[src/rtl/alu_stream.sv]
// alu_stream: byte-stream ALU. Receives opcode + two little-endian operands
// over a valid/ready byte input, returns a status byte followed by the
// result bytes (LSB first) over a valid/ready byte output. An optional
// inter-byte timeout drops half-received packets so the host can resync.
module alu_stream #(
  parameter int DATA_WIDTH     = 8,
  parameter int OPERAND_BYTES  = 4,
  parameter int TIMEOUT_CYCLES = 0
) (
  input  logic                  clk_i,
  input  logic                  rst_i,
  input  logic [DATA_WIDTH-1:0] data_i,
  input  logic                  valid_i,
  output logic                  ready_o,
  output logic [DATA_WIDTH-1:0] data_o,
  output logic                  valid_o,
  input  logic                  ready_i
);

  localparam int W       = OPERAND_BYTES * DATA_WIDTH;
  localparam int CW      = (OPERAND_BYTES > 1) ? $clog2(OPERAND_BYTES) : 1;
  localparam int TO_LAST = (TIMEOUT_CYCLES > 0) ? TIMEOUT_CYCLES - 1 : 0;
  localparam int IW      = (TO_LAST > 0) ? $clog2(TO_LAST + 1) : 1;

  localparam logic [CW-1:0]         CNT_LAST   = CW'(OPERAND_BYTES - 1);
  localparam logic [IW-1:0]         IDLE_LAST  = IW'(TO_LAST);
  localparam logic [DATA_WIDTH-1:0] ST_BADOP   = DATA_WIDTH'(8'hFF);
  localparam logic [DATA_WIDTH-1:0] ST_TIMEOUT = DATA_WIDTH'(8'hFE);
  localparam logic [DATA_WIDTH-1:0] OP_MAX     = DATA_WIDTH'(8'h05);

  typedef enum logic [2:0] {
    S_OPCODE,
    S_RX_A,
    S_RX_B,
    S_EXEC,
    S_TX_STATUS,
    S_TX_RES
  } state_t;

  state_t                state_q;
  logic [2:0]            opcode_q;
  logic [W-1:0]          a_q;
  logic [W-1:0]          b_q;
  logic [W-1:0]          result_q;
  logic                  err_q;
  logic [CW-1:0]         cnt_q;
  logic [IW-1:0]         idle_q;
  logic                  ready_q;
  logic                  valid_q;
  logic [DATA_WIDTH-1:0] data_q;

  logic [W-1:0]          result_d;
  logic                  carry_d;
  logic [DATA_WIDTH-1:0] status_d;
  logic [W:0]            sum_w;
  logic [W:0]            diff_w;
  logic [2*W-1:0]        prod_w;

  logic accept;
  logic xfer;
  logic timeout_hit;

  assign accept      = valid_i & ready_q;
  assign xfer        = valid_q & ready_i;
  // Idle counter only matters when a timeout is configured.
  assign timeout_hit = (TIMEOUT_CYCLES > 0) && (idle_q == IDLE_LAST);

  assign ready_o = ready_q;
  assign valid_o = valid_q;
  assign data_o  = data_q;

  // Combinational ALU on the latched operands; sampled only in EXEC.
  always_comb begin
    sum_w    = {1'b0, a_q} + {1'b0, b_q};
    diff_w   = {1'b0, a_q} - {1'b0, b_q};
    prod_w   = {{W{1'b0}}, a_q} * {{W{1'b0}}, b_q};
    result_d = '0;
    carry_d  = 1'b0;
    case (opcode_q)
      3'd0: begin
        result_d = sum_w[W-1:0];
        carry_d  = sum_w[W];
      end
      3'd1: begin
        result_d = diff_w[W-1:0];
        carry_d  = diff_w[W];          // borrow out == unsigned A < B
      end
      3'd2: result_d = a_q & b_q;
      3'd3: result_d = a_q | b_q;
      3'd4: result_d = a_q ^ b_q;
      3'd5: begin
        result_d = prod_w[W-1:0];
        carry_d  = |prod_w[2*W-1:W];   // product overflowed the result width
      end
      default: begin
        result_d = '0;
        carry_d  = 1'b0;
      end
    endcase
    status_d    = '0;
    status_d[0] = carry_d;
    status_d[1] = (result_d == '0);
  end

  // Packet FSM with registered handshake and data outputs.
  always_ff @(posedge clk_i or posedge rst_i) begin
    if (rst_i) begin
      state_q  <= S_OPCODE;
      opcode_q <= '0;
      a_q      <= '0;
      b_q      <= '0;
      result_q <= '0;
      err_q    <= 1'b0;
      cnt_q    <= '0;
      idle_q   <= '0;
      ready_q  <= 1'b0;
      valid_q  <= 1'b0;
      data_q   <= '0;
    end else begin
      case (state_q)
        S_OPCODE: begin
          // Also raises ready on the first edge after reset release.
          ready_q <= 1'b1;
          if (accept) begin
            if (data_i <= OP_MAX) begin
              opcode_q <= data_i[2:0];
              cnt_q    <= '0;
              idle_q   <= '0;
              state_q  <= S_RX_A;
            end else begin
              // Unknown opcode: answer with error status only, consume nothing more.
              ready_q <= 1'b0;
              valid_q <= 1'b1;
              data_q  <= ST_BADOP;
              err_q   <= 1'b1;
              state_q <= S_TX_STATUS;
            end
          end
        end

        S_RX_A, S_RX_B: begin
          if (accept) begin
            idle_q <= '0;
            if (state_q == S_RX_A) begin
              a_q[cnt_q*DATA_WIDTH +: DATA_WIDTH] <= data_i;
            end else begin
              b_q[cnt_q*DATA_WIDTH +: DATA_WIDTH] <= data_i;
            end
            if (cnt_q == CNT_LAST) begin
              cnt_q <= '0;
              if (state_q == S_RX_A) begin
                state_q <= S_RX_B;
              end else begin
                ready_q <= 1'b0;
                state_q <= S_EXEC;
              end
            end else begin
              cnt_q <= cnt_q + 1'b1;
            end
          end else if (timeout_hit) begin
            // Host went quiet mid-packet: abandon it and report.
            cnt_q   <= '0;
            idle_q  <= '0;
            ready_q <= 1'b0;
            valid_q <= 1'b1;
            data_q  <= ST_TIMEOUT;
            err_q   <= 1'b1;
            state_q <= S_TX_STATUS;
          end else begin
            idle_q <= idle_q + 1'b1;
          end
        end

        S_EXEC: begin
          result_q <= result_d;
          data_q   <= status_d;
          valid_q  <= 1'b1;
          err_q    <= 1'b0;
          state_q  <= S_TX_STATUS;
        end

        S_TX_STATUS: begin
          if (xfer) begin
            if (err_q) begin
              valid_q <= 1'b0;
              ready_q <= 1'b1;
              state_q <= S_OPCODE;
            end else begin
              // Result leaves LSB first by shifting the register down a byte per transfer.
              data_q   <= result_q[DATA_WIDTH-1:0];
              result_q <= result_q >> DATA_WIDTH;
              cnt_q    <= '0;
              state_q  <= S_TX_RES;
            end
          end
        end

        S_TX_RES: begin
          if (xfer) begin
            if (cnt_q == CNT_LAST) begin
              valid_q <= 1'b0;
              ready_q <= 1'b1;
              cnt_q   <= '0;
              state_q <= S_OPCODE;
            end else begin
              data_q   <= result_q[DATA_WIDTH-1:0];
              result_q <= result_q >> DATA_WIDTH;
              cnt_q    <= cnt_q + 1'b1;
            end
          end
        end

        default: begin
          ready_q <= 1'b0;
          valid_q <= 1'b0;
          state_q <= S_OPCODE;
        end
      endcase
    end
  end

endmodule

[config.mk]
export PLATFORM = sky130hd
export DESIGN_NAME = alu_stream
export DESIGN_NICKNAME = d
export VERILOG_FILES = /design/src/rtl/alu_stream.sv
export SDC_FILE = /design/constraint.sdc
export NUM_CORES = 2
export LEC_CHECK = 0
export ABC_AREA = 1
export CORE_ASPECT_RATIO = 0.6
export CORE_MARGIN = 5
export CORE_UTILIZATION = 30
export DETAILED_ROUTE_END_ITERATION = 10
export GPL_ROUTABILITY_DRIVEN = 0
export PLACE_DENSITY = 0.49
export REMOVE_ABC_BUFFERS = 1
export SYNTH_ARGS = -nofsm -noshare
export SYNTH_HDL_FRONTEND = slang
export SYNTH_SLANG_ARGS = --single-unit
[constraint.sdc]
create_clock -name clk_i -period 12.4 [get_ports clk_i]
set_input_delay 1.86 -clock clk_i [delete_from_list [all_inputs] [get_ports clk_i]]
set_output_delay 1.86 -clock clk_i [all_outputs]
set_load 0.01 [all_outputs]
== Word level (Yosys, flattened, before mapping) ==
Cells that the tools add are included.

* Flip-flop bits (word level): 115
* Bits of input ports: 12
* Output and inout bits: 10
* Word-level logic and storage cells: 120

* Add/sub/neg operators: 4
* Multiply operators: 1
* Magnitude comparators: 1
* Equality and inequality tests: 23
* Shift-type cells: 2
* Mux-type cells: 52
* Bitwise gates (word level): 8
* Reduce and logical (&&, ||, !) cells: 19

{| class="wikitable"
|+ Operators with widths
! kind !! number
|-
| 32-bit case mux with 6 select lines || 1
|-
| 32-bit two-way mux || 4
|-
| 32-bit case mux with 3 select lines || 1
|-
| 32-bit bitwise mux || 2
|-
| 32-bit by 32-bit multiplier with 64-bit output || 1
|-
| 8-bit two-way mux || 6
|-
| 5-bit negator with 34-bit output || 1
|-
| 8-bit by 34-bit variable shift with 32-bit output (first input constant) || 1
|-
| 8-bit by 34-bit indexed part select with 32-bit output || 1
|-
| 32-bit by 32-bit adder with 33-bit output || 1
|-
| 32-bit by 32-bit subtractor with 33-bit output || 1
|-
| 32-bit AND || 1
|-
| 32-bit logical NOT || 1
|-
| 32-bit OR || 1
|-
| 8-bit case mux with 4 select lines || 1
|-
| 32-bit OR reduction || 1
|-
| 32-bit XOR || 1
|-
| 3-bit two-way mux || 8
|-
| 2-bit inequality test (second input constant) || 12
|-
| 7-bit AND reduction || 3
|-
| 1-bit two-way mux || 16
|-
| 3-bit case mux with 5 select lines || 1
|-
| 2-bit two-way mux || 7
|-
| 3-bit by 2-bit == test with 1-bit output (second input constant) || 4
|-
| other kinds (20) || 33
|}

== Depth between registers and ports, before layout ==
* Word-level depth: 5
* Gate-level depth with buffers: 41
* Depth with buffers taken out: 40

== Least setup slack after synthesis ==
Ideal clock, no wire load.

* Path type: register -> register
* Start: register a_q[13]
* End: register data_q[1], in the netlist data_o[1]
* Library setup time: 0.077 ns
* Arrival time: 6.595 ns
* Data required time: 12.323 ns
* Slack: 5.727 ns
* Stages on the path, launching flop included: 31
* Path buffers: 1
* Clock period less this slack: 6.673 ns
* Cell sequence: dfrtp_1 > clkbuf_1 > nand2_1 > fa_1 > fa_1 > fa_1 > fa_1 > fa_1 > inv_1 > fa_1 > inv_1 > fa_1 > fa_1 > inv_1 > ha_1 > nand2_1 > inv_1 > nand2_1 > nand2_1 > inv_1 > nand2_1 > a21oi_1 > nand2_1 > or2_2 > nand2_1 > nand3_1 > nor2_1 > nand2_1 > nor3_1 > nand3_1 > a21oi_1

* Word-level cells in the longest chain between the ends: 4
* Elaborated cells on any way between the ends: 9
* Those cells by class: 2 x add/sub; 1 x mul; 2 x mux; 3 x bitwise; 1 x reduce/logical

{| class="wikitable"
|+ Ends and longest elaborated chain
! what !! line !! source
|-
| start: declaration || 42 || <nowiki>logic [W-1:0] a_q;</nowiki>
|-
| start signal: indexed assignment || 145 || <nowiki>a_q[cnt_q*DATA_WIDTH +: DATA_WIDTH] <= data_i;</nowiki>
|-
| 32-bit by 32-bit multiplier with 64-bit output (tied with other cells) || 76 || <nowiki>prod_w = {{W{1'b0}}, a_q} * {{W{1'b0}}, b_q};</nowiki>
|-
| 32-bit case mux with 6 select lines (*) || 79 || <nowiki>case (opcode_q)</nowiki>
|-
| 32-bit logical NOT (*) || 102 || <nowiki>status_d[1] = (result_d == '0);</nowiki>
|-
| 8-bit case mux with 4 select lines (*) || 120 || <nowiki>case (state_q)</nowiki>
|-
| end signal: assignment || 176 || <nowiki>data_q <= status_d;</nowiki>
|-
| end signal: assignment || 190 || <nowiki>data_q <= result_q[DATA_WIDTH-1:0];</nowiki>
|-
| end signal: assignment || 206 || <nowiki>data_q <= result_q[DATA_WIDTH-1:0];</nowiki>
|-
| end: declaration || 50 || <nowiki>logic [DATA_WIDTH-1:0] data_q;</nowiki>
|}

Mark *: on every way between the ends. The rest lies on a longest branch, timed or not.
A chain may end at the register's enable or synchronous reset.

== Worst setup path after layout ==
* Start: register a_q[11]
* End: register data_q[1], in the netlist data_o[1]

The elaborated chain is that of the path after synthesis.

==> metrics <==
largest family of logic cells by synthesized area=adder cells; fmax=~0.11 GHz; Synth area leaders=fa_1 (40%), nand2_1 (17%), inv_1 (12%); vias in the first global route=roughly 39000; library cells used by synthesis=44; Post-CTS Resized=0; largest net degree at the start of global routing=68; GRT busiest layer=met1; full die area=around 160000 um2; maximum net fanout on the critical path=32; Setup-failing EPs final=0; Seq/Total Area, Yosys=under 10%; most used cell, CP=fa_1; # nets final=between 7000 and 8000; max_cap viols=0; post-CTS setup buffer count=0; Slew @ Worst Pin=1461 ps; most common cell in the netlist=nand2_1; cell chosen for the clock root=clkbuf_16; IO Pins=22; Final Cycle Share=between 70% and 80%; first-pass GRT wire length=256.9 mm; synthesized cell area=between 40000 and 50000 um2; post-synth top area cell=fa_1; Worst Path Required=12790 ps; post-route ant nets=0; initial antenna violation count=5; Die W=507.6 um; Async S/R FF share, synth=100.0%; Commonest cells post-synth=nand2_1 (1962), inv_1 (1390), fa_1 (898), ha_1 (365), nor2_1 (313); vias per cell=a little under 5; crit path capture type=flop; met3 GRT Util=7.709%; Core Region=~150000 um2; Setup TNS Final=0 ps; post-synth top area share=between 40% and 50%; RSZ-0062 raised after global routing=no; met2 usage=about 27%; Hold WC Path Type=flop to flop; Final Max Tran Viols=0; critical path arrival=about 9500 ps; CTS Hold Bufs=0; grt total ovfl=0; Area growth syn-to-layout=6.635%; DR vias=39460; number of fill cells in the layout=about 16000; DR WL/cell=21.48 um; xor/xnor cell area share of the yosys netlist=0.1769%; Initial Util=a little under a third; drt total wl=between 150 and 200 mm; pre-CTS WS=around 3700 ps; clock latency on the worst-skew pair=470 ps; Clock Tree Buf Depth=2; CP max stage delay=780 ps; syn_area_per_cell=approximately 7.3 um2; top_reg_cell synth=dfrtp_1; die height=approximately 300 um; clock sinks=approximately 120; Post-synth EDFFs=0; synthesized-area fraction occupied by adder cells=between 50% and 60%; Initial DRC Count=between 4000 and 5000; Synth Instances=between 6000 and 7000; compound-cell area share of the yosys netlist=under 10%; PortBufs=21; CTS tree=yes; H-tree levels=4; GR Util All Layers=between 20% and 30%; Clock Skew=around 27 ps; layout cells sized above 1=about 2.4%; hpwl dp=141.1 mm; crit start category=flop; global-route met1 utilization=a little over a third; final hold vios=0; setup ws final=about 3300 ps; router iterations before antenna repair=8; min cycle time layout=between 9000 and 10000 ps; placement row count=about 110; outcome=completed; CP max stage cell=nor3_1; yosys warns=0; CTS Buf Count=17; DRC Markers=0; Max-slew headroom=roughly 2.2%; post-synthesis simple-gate area fraction=between 20% and 30%; crit path kind=flop to flop; Yosys reg bits=~120; Clk pin slew, worst setup/hold paths=70 ps; post-synthesis mux area share=0%
[metal layers]
| layer | vias to the layer above | share of wire (%) | wire (um) |
|---|---|---|---|
| met5 | - | 0.043 | 73 |
| met3 | 126 | 13 | 22910 |
| met1 | 19670 | 50 | 85490 |
| met2 | 1968 | 35 | 60650 |
| li1 | 17690 | - | - |
| met4 | 8 | 1.5 | 2513 |
[flip-flops by register name (all words and copies together) (netlist names), 2 cells and up]
name	count
cnt_q	2
a_q	32
data_o	8
state_q	3
b_q	32
opcode_q	3
result_q	32
[cell usage in the layout (no fill, tap or decap), types with 4 or more instances in the layout]
master / netlist / layout
clkdlybuf4s50_1: 0 / 21
clkinv_8: 0 / 4
o21ai_0: 182 / 182
clkbuf_16: 0 / 17
or2_2: 15 / 15
nor4_1: 7 / 7
inv_1: 1390 / 1389
inv_8: 0 / 7
buf_4: 2 / 78
o21a_1: 6 / 6
fa_1: 898 / 898
a31oi_1: 4 / 4
nand4_1: 35 / 35
nand3b_1: 17 / 17
dfrtp_1: 115 / 112
nand3_1: 193 / 192
o21bai_1: 9 / 9
nor3_1: 47 / 47
nor2_1: 313 / 313
ha_1: 365 / 365
o21ai_1: 16 / 16
inv_2: 7 / 7
nand2_1: 1962 / 1962
and2_1: 8 / 8
xor2_1: 7 / 7
o211ai_1: 8 / 8
o22ai_1: 19 / 19
a21oi_1: 211 / 211
[cells by family (layout without fill, tap and decap cells)]
group	Yosys count	count (layout)
DFF	115	115
buffers and inverters	1644	1528
and+or+nand+nor	2602	2602
other	0	1
adders and majority gates	1263	1263
AOI/OAI and AO/OA	474	474
xor gates and xnor gates	9	9
[final timing paths]
path / slack (ps) / depth (start not counted) / to / from
setup / recovery: 3290 / 28 / data_o[1] / a_q[11]
hold / removal: 490 / 2 / result_q[8] / result_q[8]
setup reg to reg: 3290 / 28 / data_o[1] / a_q[11]
hold reg to reg: 490 / 2 / result_q[8] / result_q[8]
max in group asynchronous: 9050 / 3 / b_q[30] / rst_i
min in group asynchronous: 1890 / 2 / b_q[17] / rst_i
[worst max-delay path: cells and delay by family (launching register included)]
| kind | cells | cell delay (ps) |
|---|---|---|
| adder cells (fa/ha/maj) | 10 | 5020 |
| AND/OR/NAND/NOR | 9 | 1650 |
| AO/OA/AOI/OAI | 3 | 1050 |
| buffers and inverters | 6 | 850 |
| flip-flops | 1 | 400 |
[area by class of cell]
class / instances / area [um2] / share of cell area (%)
multi-input combinational: 4348 / 35490 / 74.68
clock inverter: 15 / 178.9 / 0.3765
timing repair buffer: 99 / 795.8 / 1.675
sequential: 115 / 2882 / 6.064
tap: 1998 / 2500 / 5.261
inverter: 1397 / 5246 / 11.04
clock buffer: 17 / 425.4 / 0.8952
antenna: 1 / 2.502 / 0.005266
[through the flow]
step	hold slack, ps	util, %	std cells	area [um2]
after floorplan	453.3	-	5860	43600
after global placement	480.8	31.82	7957	46910
after detailed placement	478.7	31.82	7957	46910
after CTS	497.1	32.23	7989	47520
after global routing	524.2	32.23	7989	47520
final	491.7	32.23	7990	47520
Power is not shown: default switching activity piles up to over one toggle a cycle in this logic, so the estimate is an artifact.
